<file path="src/rtl/skewed_adder_pkg.sv">
// Shared math helpers for the chunk-pipelined arithmetic blocks.
package skewed_adder_pkg;

  // Number of chunks needed to cover num bits with den bits per chunk.
  function automatic int ceil_division(input int num, input int den);
    return (num + den - 1) / den;
  endfunction

  // Width of chunk k: every chunk is CHUNK bits except the top one,
  // which takes whatever is left of the word.
  function automatic int chunk_width(input int width, input int chunk, input int k);
    int n;
    n = ceil_division(width, chunk);
    if (k == n - 1) begin
      return width - (n - 1) * chunk;
    end
    return chunk;
  endfunction

endpackage

</file>
<file path="src/rtl/shift_register.sv">
// Enabled delay line of DEPTH stages; all stages clear on reset and hold
// while en_i is low.
module shift_register #(
  parameter int DEPTH = 1,
  parameter int WIDTH = 1
) (
  input  logic             clk_i,
  input  logic             rst_i,
  input  logic             en_i,
  input  logic [WIDTH-1:0] d_i,
  output logic [WIDTH-1:0] q_o
);

  logic [WIDTH-1:0] stage_q [DEPTH];

  // Shift one position per enabled cycle; reset empties the whole line.
  always_ff @(posedge clk_i) begin
    if (rst_i) begin
      for (int i = 0; i < DEPTH; i++) begin
        stage_q[i] <= '0;
      end
    end else if (en_i) begin
      stage_q[0] <= d_i;
      for (int i = 1; i < DEPTH; i++) begin
        stage_q[i] <= stage_q[i-1];
      end
    end
  end

  assign q_o = stage_q[DEPTH-1];

endmodule

</file>
<file path="src/rtl/skewed_adder.sv">
// Chunk-pipelined adder with skewed output: chunk k of a word's sum is
// registered k+1 enabled cycles after launch, and the carry ripples one
// chunk per cycle through registers. No valid gating on the data path;
// the downstream mask stage zeroes invalid words using out_valid.
module skewed_adder
  import skewed_adder_pkg::*;
#(
  parameter int WIDTH = 8,
  parameter int CHUNK = 1
) (
  input  logic             clk,
  input  logic             rst,
  input  logic             en,
  input  logic [WIDTH-1:0] a,
  input  logic [WIDTH-1:0] b,
  input  logic             cin,
  input  logic             in_valid,
  output logic [WIDTH-1:0] out,
  output logic             out_valid,
  output logic             out_carry
);

  localparam int N = ceil_division(WIDTH, CHUNK);

  // carry_w[k] is the registered carry out of stage k.
  logic [N-1:0] carry_w;
  logic         valid_q;
  logic         valid_d;

  assign valid_d = in_valid;

  // Word-valid flag, one enabled cycle behind the inputs (aligned with chunk 0).
  always_ff @(posedge clk) begin
    if (rst) begin
      valid_q <= 1'b0;
    end else if (en) begin
      valid_q <= valid_d;
    end
  end

  assign out_valid = valid_q;
  assign out_carry = carry_w[N-1];

  for (genvar k = 0; k < N; k++) begin : g_stage
    localparam int CW = chunk_width(WIDTH, CHUNK, k);
    localparam int LO = k * CHUNK;

    logic [CW-1:0] a_k;
    logic [CW-1:0] b_k;
    logic          c_in;
    logic [CW:0]   sum_k;
    logic [CW-1:0] s_d;
    logic [CW-1:0] s_q;
    logic          c_d;
    logic          c_q;

    if (k == 0) begin : g_bypass
      // Chunk 0 adds the live operands with the live carry-in.
      assign a_k  = a[LO +: CW];
      assign b_k  = b[LO +: CW];
      assign c_in = cin;
    end else begin : g_delay
      // Delay chunk k by k enabled cycles so it meets the carry from stage k-1.
      logic [2*CW-1:0] dl_q;

      shift_register #(
        .DEPTH (k),
        .WIDTH (2 * CW)
      ) u_skew (
        .clk_i (clk),
        .rst_i (rst),
        .en_i  (en),
        .d_i   ({a[LO +: CW], b[LO +: CW]}),
        .q_o   (dl_q)
      );

      assign {a_k, b_k} = dl_q;
      assign c_in       = carry_w[k-1];
    end

    // One CW+1-bit add per stage; the top bit is the carry into the next chunk.
    assign sum_k = {1'b0, a_k} + {1'b0, b_k} + {{CW{1'b0}}, c_in};
    assign s_d   = sum_k[CW-1:0];
    assign c_d   = sum_k[CW];

    // Stage k sum and carry registers.
    always_ff @(posedge clk) begin
      if (rst) begin
        s_q <= '0;
        c_q <= 1'b0;
      end else if (en) begin
        s_q <= s_d;
        c_q <= c_d;
      end
    end

    assign out[LO +: CW] = s_q;
    assign carry_w[k]    = c_q;
  end

endmodule

</file>
<file path="config.mk">
export PLATFORM = sky130hd
export DESIGN_NAME = skewed_adder
export DESIGN_NICKNAME = d
export VERILOG_FILES = /design/src/rtl/skewed_adder_pkg.sv /design/src/rtl/shift_register.sv /design/src/rtl/skewed_adder.sv
export SDC_FILE = /design/constraint.sdc
export NUM_CORES = 1
export LEC_CHECK = 0
export CAP_MARGIN = 20
export CORE_ASPECT_RATIO = 0.9
export CORE_MARGIN = 2
export CORE_UTILIZATION = 45
export DETAILED_ROUTE_END_ITERATION = 7
export PLACE_DENSITY = 0.75
export SYNTH_ARGS = -nofsm -noshare
export SYNTH_HDL_FRONTEND = slang
export SYNTH_SLANG_ARGS = --single-unit
</file>
<file path="constraint.sdc">
create_clock -name clk -period 3.94 [get_ports clk]
set_clock_uncertainty 0.15 [all_clocks]
set_input_delay 0.394 -clock clk [delete_from_list [all_inputs] [get_ports clk]]
set_output_delay 0.394 -clock clk [all_outputs]
set_load 0.02 [all_outputs]
</file>
==> results of run 1 <==
synth_stat cells:
cell type                  instances  area share (%)
sky130_fd_sc_hd__or2_2             1            0.21
sky130_fd_sc_hd__nor2_1           17             2.2
sky130_fd_sc_hd__dfxtp_1          17              12
sky130_fd_sc_hd__clkbuf_1          2            0.26
sky130_fd_sc_hd__mux2i_1          17             5.8
sky130_fd_sc_hd__and2b_1           1            0.26
sky130_fd_sc_hd__edfxtp_1         56              57
sky130_fd_sc_hd__buf_6             7             2.7
sky130_fd_sc_hd__buf_4             9             2.3
sky130_fd_sc_hd__and2_1           54              12
sky130_fd_sc_hd__nor2b_1           2            0.43
sky130_fd_sc_hd__fa_1              8             5.5
per-layer routing:
| layer | wire length [µm] | track usage [%] | vias up |
|---|---|---|---|
| met4 | 58 | 5.373 | 0 |
| met5 | 0 | 0 | - |
| met3 | 237 | 7.091 | 7 |
| met1 | 1481 | 12.94 | 668 |
| met2 | 1744 | 18.00 | 35 |
| li1 | - | - | 692 |
stage by stage:
step / hold slack (ps) / cells / setup WS, ps / utilization [%]
after detailed placement: 332.1 / 294 / 1523 / 51.79
final: 343.4 / 310 / 1878 / 54.45
after global routing: 373.6 / 310 / 1793 / 54.45
after floorplan: 311.7 / 191 / 1910 / -
after global placement: 321.8 / 294 / 1532 / 51.79
after CTS: 350.0 / 310 / 1886 / 54.45
tightest hold or removal path, stage by stage (launching register included):
cell	delay [ps]
sky130_fd_sc_hd__dfxtp_1	330
sky130_fd_sc_hd__mux2i_1	60
sky130_fd_sc_hd__nor2_1	70
sequential cells by signal (all words and copies together) (netlist names):
name / flops
g_stage.g_delay.u_skew.stage_q: 56
g_stage.c_q: 7
g_stage.s_q: 8
out_valid: 1
out_carry: 1
worst paths after layout:
path,to,slack [ps]
max,g_stage[2].g_delay.u_skew.stage_q[0][0],1880
min,g_stage[2].s_q,340
max reg2reg,g_stage[4].s_q,2620
min reg2reg,g_stage[2].s_q,340
final cells by class:
type                       count  area, µm²  area share (%)
multi-input combinational    100      758.2           22.40
sequential                    73       2022           59.74
timing repair buffer          34      330.3           9.760
tap                           87      108.9           3.216
clock inverter                 4      20.02          0.5915
clock buffer                  12      145.1           4.288
layout by cell type, fill, tap and decap left out:
cell type,instances
sky130_fd_sc_hd__clkinv_2,4
sky130_fd_sc_hd__clkdlybuf4s50_1,30
sky130_fd_sc_hd__buf_4,4
sky130_fd_sc_hd__nor2_1,17
sky130_fd_sc_hd__clkbuf_1,2
sky130_fd_sc_hd__mux2i_1,17
sky130_fd_sc_hd__dfxtp_1,17
sky130_fd_sc_hd__nor2b_1,2
sky130_fd_sc_hd__and2b_1,1
sky130_fd_sc_hd__and2_1,54
sky130_fd_sc_hd__fa_1,8
sky130_fd_sc_hd__edfxtp_1,56
sky130_fd_sc_hd__clkbuf_8,10
sky130_fd_sc_hd__or2_2,1
cell families (layout without fill, tap and decap cells):
logic type,after synthesis,count (layout)
buffers and inverters,18,50
adders and majority gates,8,8
and+or+nand+nor,75,75
muxes,17,17
DFF,73,73
power by group through the flow:
stage	registers (mW)	clock network (mW)	logic, mW
4_1_cts	0.897	0.509	0.115
5_1_grt	0.902	0.537	0.127
3_5_place_dp	0.914	0	0.115
3_3_place_gp	0.912	0	0.112
6_report	0.896	0.486	0.112
2_1_floorplan	0.910	0	0.0806
==> impl_summary.log, run 1 <==
[metrics] ordered list of cells on the worst path: clkdlybuf4s50_1, buf_4, or2_2, buf_4
[metrics] largest family of logic cells by synthesized area: simple AND/OR/NAND/NOR gates
[metrics] buffer cell driving the clock tree root: sky130_fd_sc_hd__clkbuf_8
[metrics] switching power summed over all nets: 0.3132 mW
[metrics] Critical Path Start: en
[metrics] buffers and inverters on the worst path: 3
[metrics] vias in the first global route: 1308
[metrics] clk slew on worst S/H paths: 70 ps
[metrics] final number of hold-violating endpoints: 0
[metrics] Overall Global Routing Usage: 11.74%
[metrics] final slew viol count: 0
[metrics] # setup viols final: 0
[metrics] clock tree from TritonCTS: built
[metrics] quantity of I/O buffers inserted on ports: 30
[metrics] DRC errors left: 0
[metrics] reported leakage power: ~1.3 nW
[metrics] wire length reported by the detailed router: roughly 3500 µm
[metrics] Iter 0 DRT Violations: 99
[metrics] cell family with most CP delay: buffers and inverters
[metrics] Finished Cell Area: 3385 µm²
[metrics] longest individual stage delay on the worst path: 540 ps
[metrics] number of buffers on the longest clock path: 2
[metrics] Mapped Nets: 220
[metrics] fraction of layout instances using a drive strength above 1: 8.520%
[metrics] Core Rows: 27
[metrics] sink count of the clock tree: 73
[metrics] count of hold buffers inserted by post-cts repair: 0
[metrics] total via count after detailed routing: 1402
[metrics] number of fill cells in the layout: 526
[metrics] maximum operating frequency: 0.4849 GHz
[metrics] Gate power share: 7.5%
[metrics] diode count: 0
[metrics] classification of the worst-slack hold path: flop to flop
[metrics] area share of xor/xnor cells in the synthesized design: 0%
[metrics] iteration count of the initial detailed-routing pass: 3
[metrics] ratio of final minimum period to clock period: a little over half
[metrics] crit start category: primary input
[metrics] PnR Total Power: 1.494 mW
[metrics] die height: 80.61 µm
[metrics] Syn. warnings: 0
[metrics] number of buffers inserted during clock tree synthesis: 9
[metrics] share of cell area taken by muxes after synthesis: under 10%
[metrics] cell area after technology mapping: 2934 µm²
[metrics] via density per instance: about 4.5
[metrics] placeable core region: 6216 µm²
[metrics] top fanout value on the critical path: 56
[metrics] Mean Syn Cell Area: 15.36 µm²
[metrics] clock latency of the later-clocked register in the worst-skew pair: 340 ps
[metrics] fraction of the mapped netlist area in compound gates: 0%
[metrics] Cells on Worst Hold Path: 2
[metrics] count of state elements after synthesis: 73
[metrics] chip width: 89.12 µm
[metrics] HPWL after detailed placement: 2111 µm
[metrics] remaining global-route overflow: 0
[metrics] number of antenna violations at the first check in global routing: 0
[metrics] relative max-transition margin: 53.99%
[metrics] Boundary Pins: 31
[metrics] PD cells: 441.4 nW/µm²
[metrics] area share of and/or/nand/nor cells after synthesis: 14.58%
[metrics] FF-to-FF Start: g_stage[4].g_delay.u_skew.stage_q[3][0]
[metrics] number of cell instances on the worst register-to-register path: 3
[metrics] area of the die: 7183 µm²
[metrics] Initial Utilization: 47.20%
[metrics] maximum number of pins on one net before global-route repair: 57
[metrics] Yosys cell types: 12
[metrics] unrepaired setup endpoints after global routing: no
[metrics] arrival time at the worst endpoint: 1880 ps
[metrics] share of power burned in registers: 60.0%
[metrics] switching power share of the total: a little over a fifth
[metrics] sum of negative setup slack: 0 ps
[metrics] endpoint type of the worst setup path: flop
[metrics] CTS H-tree depth: 3
[metrics] result of the run: complete, no violations
[metrics] ANT nets after route: 0
[metrics] post-cts gate resize count: 0
[metrics] most frequent CP cell: sky130_fd_sc_hd__buf_4
[metrics] net count of the finished layout: 247
[metrics] register area share after synthesis: 68.91%
[metrics] Slew @ Worst Pin: 690.2 ps
[metrics] routed wirelength normalized by instance count: 11.36 µm
[metrics] data required time at the worst endpoint: 3760 ps
[metrics] Setup Fix Bufs, Post-CTS: 0
[metrics] cell count along the critical path: 4
[metrics] number of instances in the synthesized netlist: 191
[metrics] Hold Startpoint: g_stage[2].s_q
[metrics] global-route wire length before repair: 5878 µm
[metrics] slowest CP cell: sky130_fd_sc_hd__buf_4
[metrics] peak supply drop: 0.2119 mV
[metrics] category of the critical setup timing path: primary input to flop
[metrics] Max Cap Violations: 0
[metrics] instance area after placement: around 3200 µm²
[metrics] internal power: ~1.2 mW
[metrics] final estimated routing congestion in global placement: 0.7084
[metrics] Clk pwr share: 32.5%
[metrics] clock period minus worst slack: 2062 ps
[metrics] growth of design area from synthesis to finish: 15.35%
[metrics] Adder-Cell Fraction of Synth Area: 5.458%
(Power assumes the default switching activity.)
==> inputs of run 2 (changes only) <==
- PLACE_DENSITY: 0.75 -> 0.77
- clock period: 3.94 -> 1.7 ns (I/O delays scaled with it)
==> run 2 against run 1 <==
  * Critical path depth fell by 3
  * First-iteration DRC count is 34% lower
  * Non-clock buffer count rose by 7
  * Worst setup slack worse by 1800 ps
  * Register-to-register slack got worse by 2300 ps
  * Combinational power grew to 2.6 times the previous value
  * Via count decreased by 0.43%
  * Utilization increased by 2.3 points
  * Worst hold slack lost 26 ps
  * Total power increased by 150%
  * Die area unchanged
  * Clock-buffer cell count decreased by 2
==> impl_summary.log, run 2 (synthesis gave the netlist of run 1 again) <==
[metrics] top library cells by usage in the layout, fill and taps aside: sky130_fd_sc_hd__edfxtp_1 (56), sky130_fd_sc_hd__and2_1 (54), sky130_fd_sc_hd__clkdlybuf4s50_1 (30)
[metrics] Clk pwr share: 36.2% (+3.7 points)
[metrics] via density per instance: 4.404 (-2.6%)
[metrics] most frequent standard cell in the layout excluding fill and tap cells: sky130_fd_sc_hd__edfxtp_1
[metrics] CTS H-tree depth: 3 (unchanged)
[metrics] unrepaired setup endpoints after global routing: no
[metrics] relative max-transition margin: 85.61% (+32 points)
[metrics] crit start category: flop
[metrics] final estimated routing congestion in global placement: 0.6707 (-5.3%)
[metrics] leading registers by flop count: g_stage.g_delay.u_skew.stage_q: 56 flops, g_stage.s_q: 8 flops, g_stage.c_q: 7 flops
[metrics] iteration count of the initial detailed-routing pass: 4 (+1)
[metrics] longest individual stage delay on the worst path: 610 ps (+70 ps)
[metrics] number of antenna violations at the first check in global routing: 0 (unchanged)
[metrics] diode count: 0 (unchanged)
[metrics] PnR Total Power: 3.709 mW (+150%)
[metrics] sum of negative setup slack: 0 ps (unchanged)
[metrics] sink count of the clock tree: 73 (unchanged)
[metrics] top fanout value on the critical path: 2 (-96%)
[metrics] ordered list of cells on the worst path: clkdlybuf4s50_1
[metrics] Hold Worst Slack: 317.4 ps (-26.10 ps)
[metrics] switching power share of the total: 21.29% (+0.32 points)
[metrics] PD cells: 1051 nW/µm² (+140%)
[metrics] ratio of final minimum period to clock period: between 90% and 100%
[metrics] # setup viols final: 0 (unchanged)
[metrics] number of buffers inserted during clock tree synthesis: 9 (unchanged)
[metrics] area used by multi-input combinational logic: 760.7 µm² (+0.33%)
[metrics] quantity of I/O buffers inserted on ports: 30 (unchanged)
[metrics] reported leakage power: 1.420 nW (+5.2%)
[metrics] Initial Utilization: 47.20% (unchanged)
[metrics] classification of the worst-slack hold path: primary input to flop
[metrics] clk slew on worst S/H paths: 70 ps (about the same)
[metrics] Max Cap Violations: 0 (unchanged)
[metrics] Boundary Pins: 31 (unchanged)
[metrics] clock period minus worst slack: 1610 ps
[metrics] number of buffers on the longest clock path: 2 (unchanged)
[metrics] arrival time at the worst endpoint: 1290 ps (-590 ps)
[metrics] Critical Path Start: out_carry
[metrics] peak supply drop: 0.6860 mV (+220%)
[metrics] chip width: 89.12 µm (unchanged)
[metrics] share of power burned in registers: 56.0% (-4.0 points)
[metrics] category of the critical setup timing path: flop to primary output
[metrics] global-route wire length before repair: 6327 µm (+7.6%)
[metrics] result of the run: complete, no violations
[metrics] Setup Fix Bufs, Post-CTS: 0 (unchanged)
[metrics] Hold Startpoint: in_valid
[metrics] maximum number of pins on one net before global-route repair: 55 (-3.5%)
[metrics] routed wirelength normalized by instance count: 12.03 µm (+5.9%)
[metrics] Gate power share: 7.8% (+0.3 points)
[metrics] buffers and inverters on the worst path: 1 (-2)
[metrics] clock tree from TritonCTS: built
[metrics] internal power: 2.919 mW (+150%)
[metrics] placeable core region: 6216 µm² (unchanged)
[metrics] growth of design area from synthesis to finish: 20.21%
[metrics] fraction of layout instances using a drive strength above 1: 12.17% (+3.7 points)
[metrics] worst setup margin: 90.42 ps (-1787 ps)
[metrics] area of the die: 7183 µm² (unchanged)
[metrics] number of flip-flops under the largest register name: 56 (unchanged)
[metrics] area used by sequential logic in the layout: 2022 µm² (unchanged)
[metrics] remaining global-route overflow: 0 (unchanged)
[metrics] cell family with most CP delay: buffers and inverters
[metrics] ANT nets after route: 0 (unchanged)
[metrics] final number of hold-violating endpoints: 0 (unchanged)
[metrics] Top reg by flops: g_stage.g_delay.u_skew.stage_q
[metrics] data required time at the worst endpoint: 1380 ps (-2380 ps)
[metrics] number of fill cells in the layout: 509 (-3.2%)
[metrics] Core Rows: 27 (unchanged)
[metrics] clock latency of the later-clocked register in the worst-skew pair: 330 ps (about the same)
[metrics] vias in the first global route: 1396 (+6.7%)
[metrics] switching power summed over all nets: 0.7894 mW (+150%)
[metrics] Overall Global Routing Usage: 12.48% (+0.74 points)
[metrics] Slew @ Worst Pin: 215.2 ps (-474.9 ps)
[metrics] FF-to-FF Start: g_stage[5].g_delay.u_skew.stage_q[0][8]
[metrics] net count of the finished layout: 254 (+2.8%)
[metrics] post-cts gate resize count: 0 (unchanged)
[metrics] slowest CP cell: sky130_fd_sc_hd__clkdlybuf4s50_1
[metrics] die height: 80.61 µm (unchanged)
[metrics] total via count after detailed routing: 1396 (-0.43%)
[metrics] maximum operating frequency: about 0.62 GHz
[metrics] HPWL after detailed placement: 2468 µm (+17%)
[metrics] endpoint type of the worst setup path: primary output
[metrics] final slew viol count: 0 (unchanged)
[metrics] Setup Slack @ Placement: 35.78 ps (-1487 ps)
[metrics] count of hold buffers inserted by post-cts repair: 0 (unchanged)
[metrics] Iter 0 DRT Violations: 65 (-34%)
[metrics] DRC errors left: 0 (unchanged)
[metrics] buffer cell driving the clock tree root: sky130_fd_sc_hd__clkbuf_8
[metrics] wire length reported by the detailed router: 3814 µm (+8.3%)
-- run 2: per-layer routing --
layer / vias up / share of wire, % / GRT usage (%)
met2: 32 / 50 / 20.15
met3: 7 / 5.2 / 7.708
met5: - / 0 / 0
met1: 653 / 43 / 13.46
met4: 0 / 1.3 / 4.030
li1: 704 / - / -
-- run 2: through the flow --
step / util, % / std cells / area (µm²)
after floorplan: - / 191 / 2937
after global placement: 53.48 / 301 / 3324
after detailed placement: 53.48 / 301 / 3324
after CTS: 56.74 / 317 / 3527
after global routing: 56.74 / 317 / 3527
final: 56.74 / 317 / 3527
-- run 2: layout make-up --
type                       count  share of cell area, %
sequential                    73                  57.33
timing repair buffer          41                  12.27
clock buffer                  10                  3.902
multi-input combinational    100                  21.57
clock inverter                 6                  1.845
tap                           87                  3.086
-- run 2: power by group through the flow --
stage                     Sequential (mW)  Combinational [mW]  Clock [mW]
final                                2.08               0.290        1.34
after global routing                 2.09               0.322        1.48
after CTS                            2.08               0.297        1.39
after detailed placement             2.12               0.295           0
after global placement               2.11               0.286           0
after floorplan                      2.11               0.188           0
-- run 2: path summary, 6_finish.rpt --
| kind | to | slack, ps | cells past startpoint |
|---|---|---|---|
| hold reg to reg | g_stage[0].s_q | 340 | 2 |
| setup / recovery | out_carry | 90 | 1 |
| hold / removal | out_valid | 320 | 3 |
| setup reg to reg | g_stage[5].s_q | 370 | 3 |
-- run 2: tightest hold or removal path, delay by kind of cell --
kind,cells,cell delay (ps)
buffers and inverters,1,410
and+or+nand+nor,1,50
muxes,1,130
==> inputs of run 3 (changes only) <==
- CORE_UTILIZATION: 45 -> 50
- PLACE_DENSITY: 0.77 -> 0.84
==> run 3 against run 2 <==
  * Maximum frequency grew 0.68%
  * First-iteration DRC count rose by 18%
  * Global-route usage rose by 0.31 points
  * Critical path depth unchanged
  * Worst setup slack better by 11 ps
  * Largest cell class unchanged
  * Cell area decreased by 2.4%
  * Critical path type unchanged
  * Sequential share of layout area increased by 1.4 points
  * Clock power decreased by 12%
==> impl_summary.log, run 3 (synthesis gave the netlist of run 1 again) <==
[metrics] iteration count of the initial detailed-routing pass: 3 (-1)
[metrics] clock period minus worst slack: 1599 ps (-10.90 ps)
[metrics] PnR Total Power: 3.536 mW (-4.6%)
[metrics] number of buffers inserted during clock tree synthesis: 9 (unchanged)
[metrics] diode count: 0 (unchanged)
[metrics] share of power burned in registers: 58.7% (+2.7 points)
[metrics] HPWL after detailed placement: 2440 µm (-1.1%)
[metrics] PD cells: 1027 nW/µm² (-2.3%)
[metrics] sum of negative setup slack: 0 ps (unchanged)
[metrics] number of fill cells in the layout: 425 (-17%)
[metrics] number of antenna violations at the first check in global routing: 0 (unchanged)
[metrics] fraction of layout instances using a drive strength above 1: 10.13% (-2.0 points)
[metrics] count of hold buffers inserted by post-cts repair: 0 (unchanged)
[metrics] number of flip-flops under the largest register name: 56 (unchanged)
[metrics] Max Cap Violations: 0 (unchanged)
[metrics] ordered list of cells on the worst path: clkdlybuf4s50_1
[metrics] maximum operating frequency: 0.6255 GHz (+0.68%)
[metrics] net count of the finished layout: 251 (-1.2%)
[metrics] Top reg by flops: g_stage.g_delay.u_skew.stage_q
[metrics] area of the die: 6497 µm² (-9.5%)
[metrics] routed wirelength normalized by instance count: 12.52 µm (+4.0%)
[metrics] slowest CP cell: sky130_fd_sc_hd__clkdlybuf4s50_1
[metrics] ANT nets after route: 0 (unchanged)
[metrics] sink count of the clock tree: 73 (unchanged)
[metrics] switching power share of the total: 20.96% (-0.32 points)
[metrics] number of buffers on the longest clock path: 2 (unchanged)
[metrics] chip width: 84.75 µm (-4.9%)
[metrics] clk slew on worst S/H paths: 70 ps (about the same)
[metrics] longest individual stage delay on the worst path: 600 ps (about the same)
[metrics] top fanout value on the critical path: 2 (unchanged)
[metrics] buffers and inverters on the worst path: 1 (unchanged)
[metrics] internal power: 2.795 mW (-4.2%)
[metrics] # setup viols final: 0 (unchanged)
[metrics] Initial Utilization: 51.83% (+4.6 points)
[metrics] switching power summed over all nets: 0.7413 mW (-6.1%)
[metrics] top library cells by usage in the layout, fill and taps aside: sky130_fd_sc_hd__edfxtp_1 (56), sky130_fd_sc_hd__and2_1 (54), sky130_fd_sc_hd__clkdlybuf4s50_1 (30)
[metrics] quantity of I/O buffers inserted on ports: 30 (unchanged)
[metrics] endpoint type of the worst setup path: primary output
[metrics] clock tree from TritonCTS: built
[metrics] die height: 76.67 µm (-4.9%)
[metrics] Setup Fix Bufs, Post-CTS: 0 (unchanged)
[metrics] leading registers by flop count: g_stage.g_delay.u_skew.stage_q: 56 flops, g_stage.s_q: 8 flops, g_stage.c_q: 7 flops
[metrics] ratio of final minimum period to clock period: 94.04% (-0.64 points)
[metrics] global-route wire length before repair: 6216 µm (-1.8%)
[metrics] maximum number of pins on one net before global-route repair: 55 (unchanged)
[metrics] most frequent standard cell in the layout excluding fill and tap cells: sky130_fd_sc_hd__edfxtp_1
[metrics] post-layout util: 60.81% (+4.1 points)
[metrics] buffer cell driving the clock tree root: sky130_fd_sc_hd__clkbuf_8
[metrics] DRC errors left: 0 (unchanged)
[metrics] arrival time at the worst endpoint: 1280 ps (about the same)
[metrics] Clk pwr share: 33.3% (-2.9 points)
[metrics] Slew @ Worst Pin: 210.0 ps (-5.237 ps)
[metrics] wire length reported by the detailed router: 3718 µm (-2.5%)
[metrics] total via count after detailed routing: 1388 (-0.57%)
[metrics] cell family with most CP delay: buffers and inverters
[metrics] final number of hold-violating endpoints: 0 (unchanged)
[metrics] Core Rows: 26 (-3.7%)
[metrics] remaining global-route overflow: 0 (unchanged)
[metrics] post-cts gate resize count: 0 (unchanged)
[metrics] growth of design area from synthesis to finish: 17.31%
[metrics] final estimated routing congestion in global placement: 0.6549 (-2.4%)
[metrics] Gate power share: 7.9% (about the same)
[metrics] classification of the worst-slack hold path: primary input to flop
[metrics] Iter 0 DRT Violations: 77 (+18%)
[metrics] vias in the first global route: 1379 (-1.2%)
[metrics] via density per instance: 4.673 (+6.1%)
[metrics] result of the run: complete, no violations
[metrics] placeable core region: 5660 µm² (-8.9%)
[metrics] relative max-transition margin: 85.96% (+0.35 points)
[metrics] Boundary Pins: 31 (unchanged)
[metrics] reported leakage power: 1.387 nW (-2.3%)
[metrics] crit start category: flop
[metrics] category of the critical setup timing path: flop to primary output
[metrics] data required time at the worst endpoint: 1380 ps (about the same)
[metrics] clock latency of the later-clocked register in the worst-skew pair: 340 ps (about the same)
[metrics] unrepaired setup endpoints after global routing: no
[metrics] Overall Global Routing Usage: 12.79% (+0.31 points)
[metrics] final slew viol count: 0 (unchanged)
[metrics] peak supply drop: 0.6079 mV (-11%)
[metrics] CTS H-tree depth: 3 (unchanged)
run 3: cell types whose count changed in the layout (fill, tap and decap cells not counted), sizes merged:
cell | previous run | this run
clkbuf | 10 | 13
bufinv | 1 | 0
inv | 2 | 0
buf | 11 | 8
run 3: final timing paths:
kind,start,to,slack [ps],depth (start not counted)
min,in_valid,out_valid,320,3
max reg2reg,g_stage[6].g_delay.u_skew.stage_q[0][10],g_stage[6].s_q,380,3
min reg2reg,g_stage[7].s_q,g_stage[7].s_q,340,2
max,g_stage[2].s_q,out[2],100,1
run 3: layout make-up:
| type | instances | area (µm²) | share of cell area (%) |
|---|---|---|---|
| timing repair buffer | 38 | 397.9 | 11.56 |
| clock buffer | 13 | 158.9 | 4.616 |
| tap | 70 | 87.58 | 2.545 |
| clock inverter | 3 | 15.01 | 0.4362 |
| multi-input combinational | 100 | 760.7 | 22.10 |
| sequential | 73 | 2022 | 58.74 |
run 3: power by group through the flow:
stage	clock [mW]	sequential, mW	combinational (mW)
after floorplan	0	2.11	0.188
after global placement	0	2.11	0.275
after detailed placement	0	2.12	0.286
after CTS	1.21	2.08	0.287
after global routing	1.28	2.09	0.311
final	1.18	2.08	0.281
run 3: worst register-to-register path: stages (launching register included):
cell and delay [ps]:
sky130_fd_sc_hd__edfxtp_1 410, sky130_fd_sc_hd__fa_1 460, sky130_fd_sc_hd__mux2i_1 140, sky130_fd_sc_hd__nor2_1 50
run 3: through the flow:
step | std cells | worst slack [ps] | cell area, µm² | hold slack [ps]
after detailed placement | 281 | 53.26 | 3268 | 331.7
final | 297 | 101.3 | 3442 | 322.2
after floorplan | 191 | 166.1 | 2937 | 167.2
after global routing | 297 | 31.74 | 3442 | 329.2
after global placement | 281 | 65.39 | 3268 | 320.5
after CTS | 297 | 71.32 | 3442 | 308.5
run 3: per-layer routing:
metal  global-route usage, %  part of all wire [%]  vias to the layer above
met5                       0                     0                        -
met4                   6.190                   1.8                        0
met3                   5.920                   5.8                        6
met2                   20.55                    51                       30
met1                   14.43                    41                      657
li1                        -                     -                      695
